==> src/rtl/mskand_hpc2_sched.sv <==
// Round-robin scheduler sharing one HPC2 masked-AND gadget among NREQ
// requesters. A and randomness go out at issue, B one cycle later. The
// gadget result is captured two cycles after issue into an in-order tagged
// result FIFO. Shares are only routed and registered, never combined.
module mskand_hpc2_sched #(
  parameter  int d          = 2,
  parameter  int NREQ       = 4,
  parameter  int FIFO_DEPTH = 4,
  localparam int hpc2rnd    = d * (d - 1) / 2,
  localparam int IDW        = $clog2(NREQ)
) (
  input  logic                 clk,
  input  logic                 rst,
  input  logic [NREQ-1:0]      req_valid,
  output logic [NREQ-1:0]      req_ready,
  input  logic [NREQ*d-1:0]    req_a,
  input  logic [NREQ*d-1:0]    req_b,
  input  logic [hpc2rnd-1:0]   rnd_in,
  input  logic                 rnd_valid,
  output logic                 rnd_ready,
  output logic [d-1:0]         gad_ina,
  output logic [d-1:0]         gad_inb,
  output logic [hpc2rnd-1:0]   gad_rnd,
  input  logic [d-1:0]         gad_out,
  output logic                 res_valid,
  input  logic                 res_ready,
  output logic [IDW-1:0]       res_id,
  output logic [d-1:0]         res_data
);

  localparam int PW = $clog2(FIFO_DEPTH);
  localparam int CW = PW + 2;

  logic [IDW-1:0] last;
  logic [IDW-1:0] grant;
  logic           issue;
  logic [CW-1:0]  inflight;
  logic [d-1:0]   sel_b;

  logic           v1, v2;
  logic [IDW-1:0] id1, id2;
  logic [d-1:0]   b1;

  logic [PW:0]    count;
  logic [PW-1:0]  wr_ptr, rd_ptr;
  logic [IDW-1:0] mem_id   [FIFO_DEPTH];
  logic [d-1:0]   mem_data [FIFO_DEPTH];
  logic           push, pop;

  // Round-robin grant: lowest requester above 'last', else lowest overall.
  // NOTE: every always_comb output gets a default first so no latch is inferred.
  always_comb begin
    grant = '0;
    for (int i = NREQ - 1; i >= 0; i--) begin
      if (req_valid[i]) grant = IDW'(i);
    end
    for (int i = NREQ - 1; i >= 0; i--) begin
      if (req_valid[i] && (IDW'(i) > last)) grant = IDW'(i);
    end
  end

  // Credit check counts FIFO entries plus both in-flight stages; a same-cycle
  // pop is deliberately not credited.
  assign inflight = CW'(count) + CW'(v1) + CW'(v2);
  assign issue    = ~rst & (|req_valid) & rnd_valid & (inflight < CW'(FIFO_DEPTH));

  // Issue-side routing: grant handshakes plus A/randomness to the gadget.
  always_comb begin
    req_ready = '0;
    rnd_ready = 1'b0;
    gad_ina   = '0;
    gad_rnd   = '0;
    sel_b     = '0;
    if (issue) begin
      rnd_ready = 1'b1;
      gad_rnd   = rnd_in;
      for (int i = 0; i < NREQ; i++) begin
        if (grant == IDW'(i)) begin
          req_ready[i] = 1'b1;
          gad_ina      = req_a[i*d +: d];
          sel_b        = req_b[i*d +: d];
        end
      end
    end
  end

  assign gad_inb = v1 ? b1 : '0;

  // Round-robin pointer advances only on an actual issue.
  // NOTE: sequential state uses non-blocking assignments so all flops update together.
  always_ff @(posedge clk or posedge rst) begin
    if (rst) begin
      last <= IDW'(NREQ - 1);
    end else if (issue) begin
      last <= grant;
    end
  end

  // Two-stage tracking pipeline: B is held for the gadget's one-cycle skew,
  // the requester tag follows the op until its result lands.
  always_ff @(posedge clk or posedge rst) begin
    if (rst) begin
      v1  <= 1'b0;
      v2  <= 1'b0;
      id1 <= '0;
      id2 <= '0;
      b1  <= '0;
    end else begin
      v1 <= issue;
      if (issue) begin
        id1 <= grant;
        b1  <= sel_b;
      end
      v2  <= v1;
      id2 <= id1;
    end
  end

  assign push = v2;
  assign pop  = res_valid & res_ready;

  // Result FIFO: push the gadget output tagged with its requester, pop at head.
  // NOTE: storage is reset too so no share data from before reset stays visible.
  always_ff @(posedge clk or posedge rst) begin
    if (rst) begin
      wr_ptr <= '0;
      rd_ptr <= '0;
      count  <= '0;
      for (int i = 0; i < FIFO_DEPTH; i++) begin
        mem_id[i]   <= '0;
        mem_data[i] <= '0;
      end
    end else begin
      if (push) begin
        mem_id[wr_ptr]   <= id2;
        mem_data[wr_ptr] <= gad_out;
        wr_ptr           <= wr_ptr + 1'b1;
      end
      if (pop) begin
        rd_ptr <= rd_ptr + 1'b1;
      end
      case ({push, pop})
        2'b10:   count <= count + 1'b1;
        2'b01:   count <= count - 1'b1;
        default: count <= count;
      endcase
    end
  end

  assign res_valid = (count != '0);
  assign res_id    = res_valid ? mem_id[rd_ptr]   : '0;
  assign res_data  = res_valid ? mem_data[rd_ptr] : '0;

endmodule

==> config.mk <==
export PLATFORM = sky130hd
export DESIGN_NAME = mskand_hpc2_sched
export DESIGN_NICKNAME = d
export VERILOG_FILES = /design/src/rtl/mskand_hpc2_sched.sv
export SDC_FILE = /design/constraint.sdc
export NUM_CORES = 1
export LEC_CHECK = 0
export CAP_MARGIN = 20
export CORE_UTILIZATION = 50
export CTS_CLUSTER_SIZE = 10
export DETAILED_ROUTE_END_ITERATION = 10
export GPL_TIMING_DRIVEN = 1
export PLACE_DENSITY_LB_ADDON = 0.3
export SYNTH_ARGS = -nofsm -noshare
export SYNTH_HDL_FRONTEND = slang
export SYNTH_SLANG_ARGS = --single-unit
==> constraint.sdc <==
create_clock -name clk -period 2.61 [get_ports clk]
set_input_delay 0.261 -clock clk [delete_from_list [all_inputs] [get_ports clk]]
set_output_delay 0.261 -clock clk [all_outputs]
set_load 0.02 [all_outputs]
After elaboration in Yosys (flattened, before gate mapping):

Cells that the tools add are included.

* register bits: 33
* bits in latches: 0
* bits in writable memories: 0
* memory bits (read-only): 0
* input port bits: 27
* output and inout port bits: 15
* logic and storage cells: 90
* memories: 0

* add/subtract/negate cells: 6
* multipliers: 0
* div/mod/pow operators: 0
* magnitude comparators: 8
* equal/unequal tests: 5
* shift-type cells: 0
* mux-type cells: 38
* bitwise logic cells: 7
* reduce and logical (&&, ||, !) cells: 9

Operators by type and width (count)
* 2-to-1 mux 2 bit: 25
* bitwise mux 8 bit: 2
* binary-select mux 2 bit (select 2 bit): 2
* == test 2 bit (second input constant): 3
* greater-or-equal comparator 3 bit (second input constant): 2
* 2-to-1 mux 1 bit: 6
* inverter 2 -> 3 bit: 2
* one-hot mux 3 bit (2 select lines): 1
* logical AND 1 bit: 5
* adder 2 x 1 -> 2 bit (second input constant): 2
* adder 3 x 1 -> 4 bit: 1
* adder 4 x 1 -> 4 bit: 1
* bitwise AND 1 bit: 4
* demux 2 bit (select 2 bit): 1
* == test 2 x 1 -> 1 bit (second input constant): 2
* > comparator 1 x 2 -> 1 bit (first input constant): 2
* > comparator 2 bit (first input constant): 2
* < comparator 4 x 3 -> 1 bit (second input constant): 1
* 2-to-1 mux 4 bit: 1
* OR reduction 4 bit: 1
* adder 3 x 1 -> 3 bit (second input constant): 1
* < comparator 3 x 1 -> 1 bit (second input constant): 1
* nonzero test 3 bit: 1
* subtractor 3 x 1 -> 3 bit (second input constant): 1
* 3 further kinds: 3

Longest topological paths before layout:

Gate-level depths: netlist (run 1).

* depth after elaboration: 14
* gate-level depth with buffers: 8
* depth with buffers taken out: 8

Least setup slack after synthesis (run 1):

Ideal clock, no wire load.

* kind: reg-to-output
* from: register count[0]
* to: output gad_ina[0]
* data arrival time: 1874 ps
* data required time: 2349 ps
* path slack: 475 ps
* stages on the path, launching flop included: 7
* buffers on the path: 0
* cell sequence: dfrtp_1 > ha_1 > a21o_1 > nand2_1 > nand4_2 > nor3_2 > a22o_1

* cells in the longest elaborated chain, start to end: 5

Ends and longest elaborated chain
* start, declared: line 44 `logic [PW:0] count;`
* start signal, assigned: line 143 `2'b10: count <= count + 1'b1;`
* start signal, assigned: line 144 `2'b01: count <= count - 1'b1;`
* start signal, assigned: line 145 `default: count <= count;`
* adder 3 x 1 -> 4 bit: line 64 `assign inflight = CW'(count) + CW'(v1) + CW'(v2);`
* adder 4 x 1 -> 4 bit: line 64
* < comparator 4 x 3 -> 1 bit: line 65 `assign issue = ~rst & (|req_valid) & rnd_valid & (inflight < CW'(FIFO_DEPTH));`
* bitwise AND 1 bit: line 65
* 2-to-1 mux 2 bit: line 74 `if (issue) begin`
* end, declared: line 21 `output logic [d-1:0] gad_ina,`

No other way between the ends.

Final worst setup path (run 1):

* from: register last[1]
* to: output gad_ina[0]

* cells in the longest elaborated chain, start to end: 12
* elaborated cells between the ends (all ways): 21
* classes of those cells: 4 x order compare; 3 x eq/ne; 9 x mux; 5 x reduce/logical

Ends and longest elaborated chain
* start, declared: line 34 `logic [IDW-1:0] last;`
* start signal, assigned: line 93 `last <= IDW'(NREQ - 1);`
* start signal, assigned: line 95 `last <= grant;`
* > comparator 2 bit: line 58 `if (req_valid[i] && (IDW'(i) > last)) grant = IDW'(i);`
* logical AND 1 bit: line 58
* 2-to-1 mux 2 bit (3 in a row): line 58
* 2-to-1 mux 2 bit *: line 58
* logical NOT 2 bit: line 78 `if (grant == IDW'(i)) begin`
* 2-to-1 mux 2 bit (3 in a row): line 78
* 2-to-1 mux 2 bit *: line 78
* 2-to-1 mux 2 bit *: line 74

Mark *: on every way between the ends. The rest lies on a longest branch, timed or not.

==> results of run 1 <==
-- kinds of logic after synthesis --
family,after synthesis,synth area share (%)
AOI/OAI and AO/OA,30,13.65
muxes,21,14.98
and+or+nand+nor,52,14.38
adders and majority gates,7,5.084
DFF,33,44.28
xor gates and xnor gates,6,2.809
buffers and inverters,19,4.816
-- Yosys cell counts (all sizes together) (2+ instances only) --
cell	number
o221a	2
a311o	3
inv	13
dfstp	2
xnor2	2
mux4	4
a21o	4
nor3	9
clkbuf	2
xor2	4
mux2	16
or3	2
ha	6
buf	3
a21oi	2
nand2	16
and2	8
nor2	9
a22o	2
dfrtp	31
nand2b	3
o211a	4
o21ai	6
-- layer usage --
| layer | vias up | track usage (%) | share of wire (%) |
|---|---|---|---|
| met1 | 747 | 30.82 | 43 |
| met2 | 42 | 40.99 | 52 |
| met4 | 0 | 4.360 | 0.35 |
| met3 | 4 | 7.065 | 4.6 |
| li1 | 729 | - | - |
| met5 | - | 0 | 0 |
-- repair_timing --
item / 4_1_cts / 5_1_grt
endpoints found under the setup margin: 8 / 4
buffers inserted: 2 / 0
pin swaps: 1 / 0
resized for setup: 13 / 9
-- sequential cells by signal (all words and copies together), names as in the netlist, 2 cells and up --
| register | flops |
|---|---|
| mem_data | 8 |
| wr_ptr | 2 |
| b1 | 2 |
| id1 | 2 |
| count | 3 |
| last | 2 |
| mem_id | 8 |
| rd_ptr | 2 |
| id2 | 2 |
-- metrics by stage --
stage	cell area (um^2)	instances	setup WS, ns	TNS (ns)	util [%]
final	2565	282	0.1256	0	73.95
after global routing	2565	282	0.005610	0	73.95
after CTS	2565	282	0.009978	0	73.95
after detailed placement	2466	272	-0.2879	-1.089	71.10
after global placement	2466	272	-0.2420	-0.8270	71.10
after floorplan	1871	168	0.4748	0	-
-- layout make-up --
class                      instances  area share [%]
multi-input combinational        116           37.71
tap                               46           2.244
timing repair buffer              65           22.20
sequential                        33           32.29
inverter                          14           2.049
clock buffer                       8           3.512
-- worst max-delay path, cell delays in order, from the launching register on --
cell and delay [ns]:
dfstp_2 0.54, buf_4 0.14, a21bo_2 0.14, a21oi_2 0.07, or3_4 0.40, a311o_1 0.32, a22o_1 0.17, buf_2 0.15
-- how the worst max path moves through the flow --
stage | from | to | slack [ns] | depth (start not counted)
2_1_floorplan | count[0] | gad_ina[0] | 0.47 | 6
3_3_place_gp | req_valid[1] | gad_ina[0] | -0.24 | 6
3_5_place_dp | req_valid[1] | gad_ina[0] | -0.29 | 7
4_1_cts | last[1] | gad_ina[0] | 0.01 | 7
5_1_grt | count[0] | gad_rnd | 0.006 | 8
6_report | last[1] | gad_ina[0] | 0.13 | 7
-- power breakdown --
part | internal [mW] | switching [mW] | total [mW]
Clock | 0.215 | 0.175 | 0.390
Combinational | 0.706 | 0.547 | 1.25
Sequential | 0.763 | 0.193 | 0.956
Total | 1.68 | 0.916 | 2.60
==> flow_metrics.tcl, run 1 <==
set metrics [dict create \
    dieHeight_um 63.17 \
    synth_top_cell_by_area "dfrtp_1" \
    overflow 0 \
    first_global_vias 1610 \
    hpwl_um 3276 \
    hold_ws_ns 0.3747 \
    min_period_ns 2.484 \
    worst_pin_slew_ns 0.4618 \
    cts_made_buffers 5 \
    p_leak_nw 1.229 \
    cts_tree "done" \
    drive_gt1_share_pct 28.39 \
    ant_nets 0 \
    syn_nets 202 \
    r2r_slack_ns 0.51 \
    most-common-layout-cells "clkdlybuf4s50_1, dfrtp_1, buf_4" \
    yosys-top-cells-area "dfrtp_1, mux2_2, mux4_2, ha_1, nand2_1" \
    holdPathStages 0 \
    ys_seq_area_share_pct 44.28 \
    netlist_area_um2 1871 \
    core-area_um2 3468 \
    initialDrtViolationCount 115 \
    synth_warnings 0 \
    synthCells 168 \
    routed_wl_um 4254 \
    dieWidth_um 63.17 \
    clk_latency_ns 0.28 \
    nets 269 \
    hp-start "id1[0]" \
    hold_path.class "flop to flop" \
    grt_max_degree 34 \
    vias 1522 \
    crit_arrival_ns 2.22 \
    grt_pass1_wl_um 7521 \
    synth_cell_types 45 \
    yosysTopAreaCellShare_pct 41.47 \
    p_per_area_nw_per_um2 1013 \
    startpoint_type "flop" \
    numClockSinks 33 \
    die_area_um2 3990 \
    syn_avg_cell_area_um2 11.13 \
    hold_buffers 0 \
    cts.root.buffer_cell "clkbuf_8" \
    vias_per_cell 5.397 \
    rsz0062_at_grt "false" \
    setup.worst_path.end_class "output port" \
    ff2ff_path_depth 8 \
    synth-seq-cells 33 \
    finalCritPeriodShare_pct 95.19 \
    grt_antenna_before_repair 0 \
    area_delta_synth_final_pct 37.12 \
    wl_per_cell_um 15.09 \
    rr_endpoint "count[2]" \
    ir_drop_v 0.0005424 \
    start_util_pct 53.93 \
    cap_viol_max_count 0 \
    synth_top_flop_cell "dfrtp_1" \
    track_usage_pct 24.24 \
    cts.path.max_buffers 2 \
    fmax_ghz 0.4025 \
    gp_congestion 0.8670 \
    status "finished clean" \
    ios 42 \
    cp_max_fo 6 \
    cp.required_ns 2.35 \
    finalHoldViolCount 0 \
    setup_viol 0 \
    layout.area.seq_um2 828.3 \
    fin_skew_ns 0.004454 \
    drt_pre_antenna_iters 4 \
    async_reset_ff_share_pct 100.0 \
    rows 21 \
    slew_violations 0 \
    path_clk_slew_ns 0.06 \
    crit_type "flop to output port" \
    antenna_cells 0 \
    layout_commonest_cell "clkdlybuf4s50_1" \
    min_to "id2[0]" \
    synth_edf_count 0 \
    relSlewSlack_pct 69.22 \
    h-tree-depth 2 \
    portBuffers 41 \
    n_fill_cell 254 \
    route.detailed.drc 0 \
    power_mw 2.599 \
    timing.rr.start "count[0]" \
    multiInputGateArea_um2 967.2 \
]
Power figures use the tool's default switching activity.
==> inputs of run 2 (changes only) <==
--- a/config.mk
+++ b/config.mk
@@ -5,11 +5,14 @@
 export SDC_FILE = /design/constraint.sdc
 export NUM_CORES = 1
 export LEC_CHECK = 0
+export ABC_AREA = 1
 export CAP_MARGIN = 20
-export CORE_UTILIZATION = 50
+export CORE_ASPECT_RATIO = 0.6
+export CORE_UTILIZATION = 49
 export CTS_CLUSTER_SIZE = 10
 export DETAILED_ROUTE_END_ITERATION = 10
 export GPL_TIMING_DRIVEN = 1
+export MAX_ROUTING_LAYER = met4
 export PLACE_DENSITY_LB_ADDON = 0.3
 export SYNTH_ARGS = -nofsm -noshare
 export SYNTH_HDL_FRONTEND = slang
==> flow_metrics.tcl, run 2 <==
set metrics [dict create \
    antenna_cells 0 \
    layout.area.seq_um2 828.3 \
    rows 16 \
    startpoint_type "flop" \
    cts.path.max_buffers 2 \
    hold_path.class "flop to flop" \
    synth_warnings 0 \
    sw_frac_of_total_pct 40.88 \
    p_per_area_nw_per_um2 1033 \
    synth_top_flop_cell "dfrtp_1" \
    finalHoldViolCount 0 \
    async_reset_ff_share_pct 100.0 \
    h-tree-depth 2 \
    cts_made_buffers 5 \
    rsz0062_at_grt "false" \
    layout_commonest_cell "nand2_1" \
    p_leak_nw 1.171 \
    track_usage_pct 23.19 \
    grt_max_degree 34 \
    clockPowerShare_pct 16.5 \
    setup_tns_ns 0 \
    vias_per_cell 5.016 \
    setup.worst_path.end_class "output port" \
    grt_antenna_before_repair 0 \
    area_delta_synth_final_pct 31.17 \
    synth_top_cell_by_area "dfrtp_1" \
    routed_wl_um 3951 \
    hpwl_um 3054 \
    yosysTopAreaCellShare_pct 43.72 \
    crit_type "flop to output port" \
    core-area_um2 3363 \
    cp-startpoint "count[0]" \
    gp_congestion 0.8346 \
    internal-power_mw 1.421 \
    worst_pin_slew_ns 0.4339 \
    ant_nets 0 \
    dieWidth_um 79.69 \
    ys_seq_area_share_pct 46.69 \
    synth_edf_count 0 \
    synth_common_cells "nand2_1, dfrtp_1, o21ai_0" \
    timing.rr.start "count[0]" \
    synthCells 219 \
    path_clk_slew_ns 0.06 \
    cts.root.buffer_cell "clkbuf_8" \
    synth.most_common_cell "nand2_1" \
    die_area_um2 3873 \
    cp_max_fo 7 \
    netlist_area_um2 1774 \
    drive_gt1_share_pct 10.82 \
    hold_buffers 0 \
    crit_arrival_ns 2.23 \
    power_switching_mw 0.9827 \
    drt_pre_antenna_iters 4 \
    route.detailed.drc 0 \
    cap_viol_max_count 0 \
    fin_area_um2 2327 \
    synth-seq-cells 33 \
    largest_registers "mem_data x8, mem_id x8, count x3" \
    cp.required_ns 2.35 \
    power_mw 2.404 \
    cts_setup_buffers 0 \
    overflow 0 \
    hp-start "id1[1]" \
    pwr-share-seq_pct 38.7 \
    syn_avg_cell_area_um2 8.101 \
    most-common-layout-cells "nand2_1, clkdlybuf4s50_1, dfrtp_1" \
    multiInputGateArea_um2 822.0 \
    setup_viol 0 \
    syn_nets 253 \
    finalCritPeriodShare_pct 95.42 \
    post_cts_resize_count 5 \
    wl_per_cell_um 12.62 \
    numClockSinks 33 \
    place_inst 305 \
    min_period_ns 2.490 \
    first_global_vias 1380 \
    cts_tree "done" \
    n_fill_cell 281 \
    start_util_pct 52.75 \
    hold_ws_ns 0.3732 \
    ir_drop_v 0.0006699 \
    synth_cell_types 29 \
    yosys-top-cells-area "dfrtp_1, nand2_1, o21ai_0, nor2_1, inv_1" \
    dieHeight_um 48.61 \
    status "finished clean" \
    portBuffers 41 \
    nets 301 \
    clk_latency_ns 0.29 \
    relSlewSlack_pct 70.91 \
    fin_skew_ns 0.006750 \
    fmax_ghz 0.4015 \
    grt_pass1_wl_um 6389 \
    vias 1570 \
    ios 42 \
    fin_cells 313 \
    power_frac_comb_pct 44.8 \
    slew_violations 0 \
    place_area_um2 2243 \
    initialDrtViolationCount 87 \
]
run 2: changes by cell type after synthesis, sizes merged, moves of 5 or more:
cell   delta
nand2    +44
o21ai    +26
nor2     +19
mux2     -16
inv      +14
and2      -8
nand3     +8
a21oi     +7
nor3      -5
run 2: area by class of cell:
cell class	count	area share, %
Sequential cell	33	35.59
Multi-Input combinational cell	156	35.32
Timing Repair Buffer	44	18.33
Inverter	27	4.462
Clock buffer	8	3.871
Tap cell	45	2.419
run 2: power groups by stage:
stage	registers (mW)	logic [mW]	clock network, mW
3_5_place_dp	0.939	1.09	0
6_report	0.929	1.08	0.397
4_1_cts	0.930	1.09	0.404
2_1_floorplan	0.869	0.767	0
3_3_place_gp	0.927	1.05	0
5_1_grt	0.958	1.22	0.427
run 2: final timing paths:
kind                                     to  slack [ns]  cells after the start
worst max register to register     count[1]        0.58                      8
max in group asynchronous           last[1]        1.86                      3
worst max-delay path              rnd_ready        0.12                      6
worst min-delay path                 id2[1]        0.37                      0
worst min register to register       id2[1]        0.37                      0
min in group asynchronous       mem_data[7]        0.42                      3
run 2: cell families (layout without fill, tap and decap cells):
kind of cell	count (synthesis)	count (layout)	synth area share [%]
buf+inv	30	79	6.981
compound gates	42	42	12.20
simple gates	103	103	26.80
fa+ha+maj	7	7	5.360
flops	33	33	46.69
xor+xnor	4	4	1.975
run 2: through the flow:
| step | utilization (%) | worst slack [ns] |
|---|---|---|
| floorplan | - | 0.7131 |
| global placement | 66.70 | 0.1482 |
| detailed placement | 66.70 | 0.1237 |
| CTS | 69.20 | 0.07376 |
| global route | 69.20 | 0.004311 |
| finish | 69.20 | 0.1196 |
run 2: routing by layer:
layer / vias up / track usage [%] / wire length (um)
met5: - / - / 0
met4: 0 / 9.091 / 68
met3: 6 / 7.170 / 201
met2: 55 / 28.77 / 1611
met1: 721 / 34.39 / 2069
li1: 788 / - / -
run 2: worst max-delay path, stage by stage (launching register included):
cell and delay, ns:
dfrtp_1 0.43, ha_1 0.32, a21oi_1 0.16, o21a_1 0.14
nand2_2 0.13, inv_2 0.14, clkdlybuf4s50_1 0.62
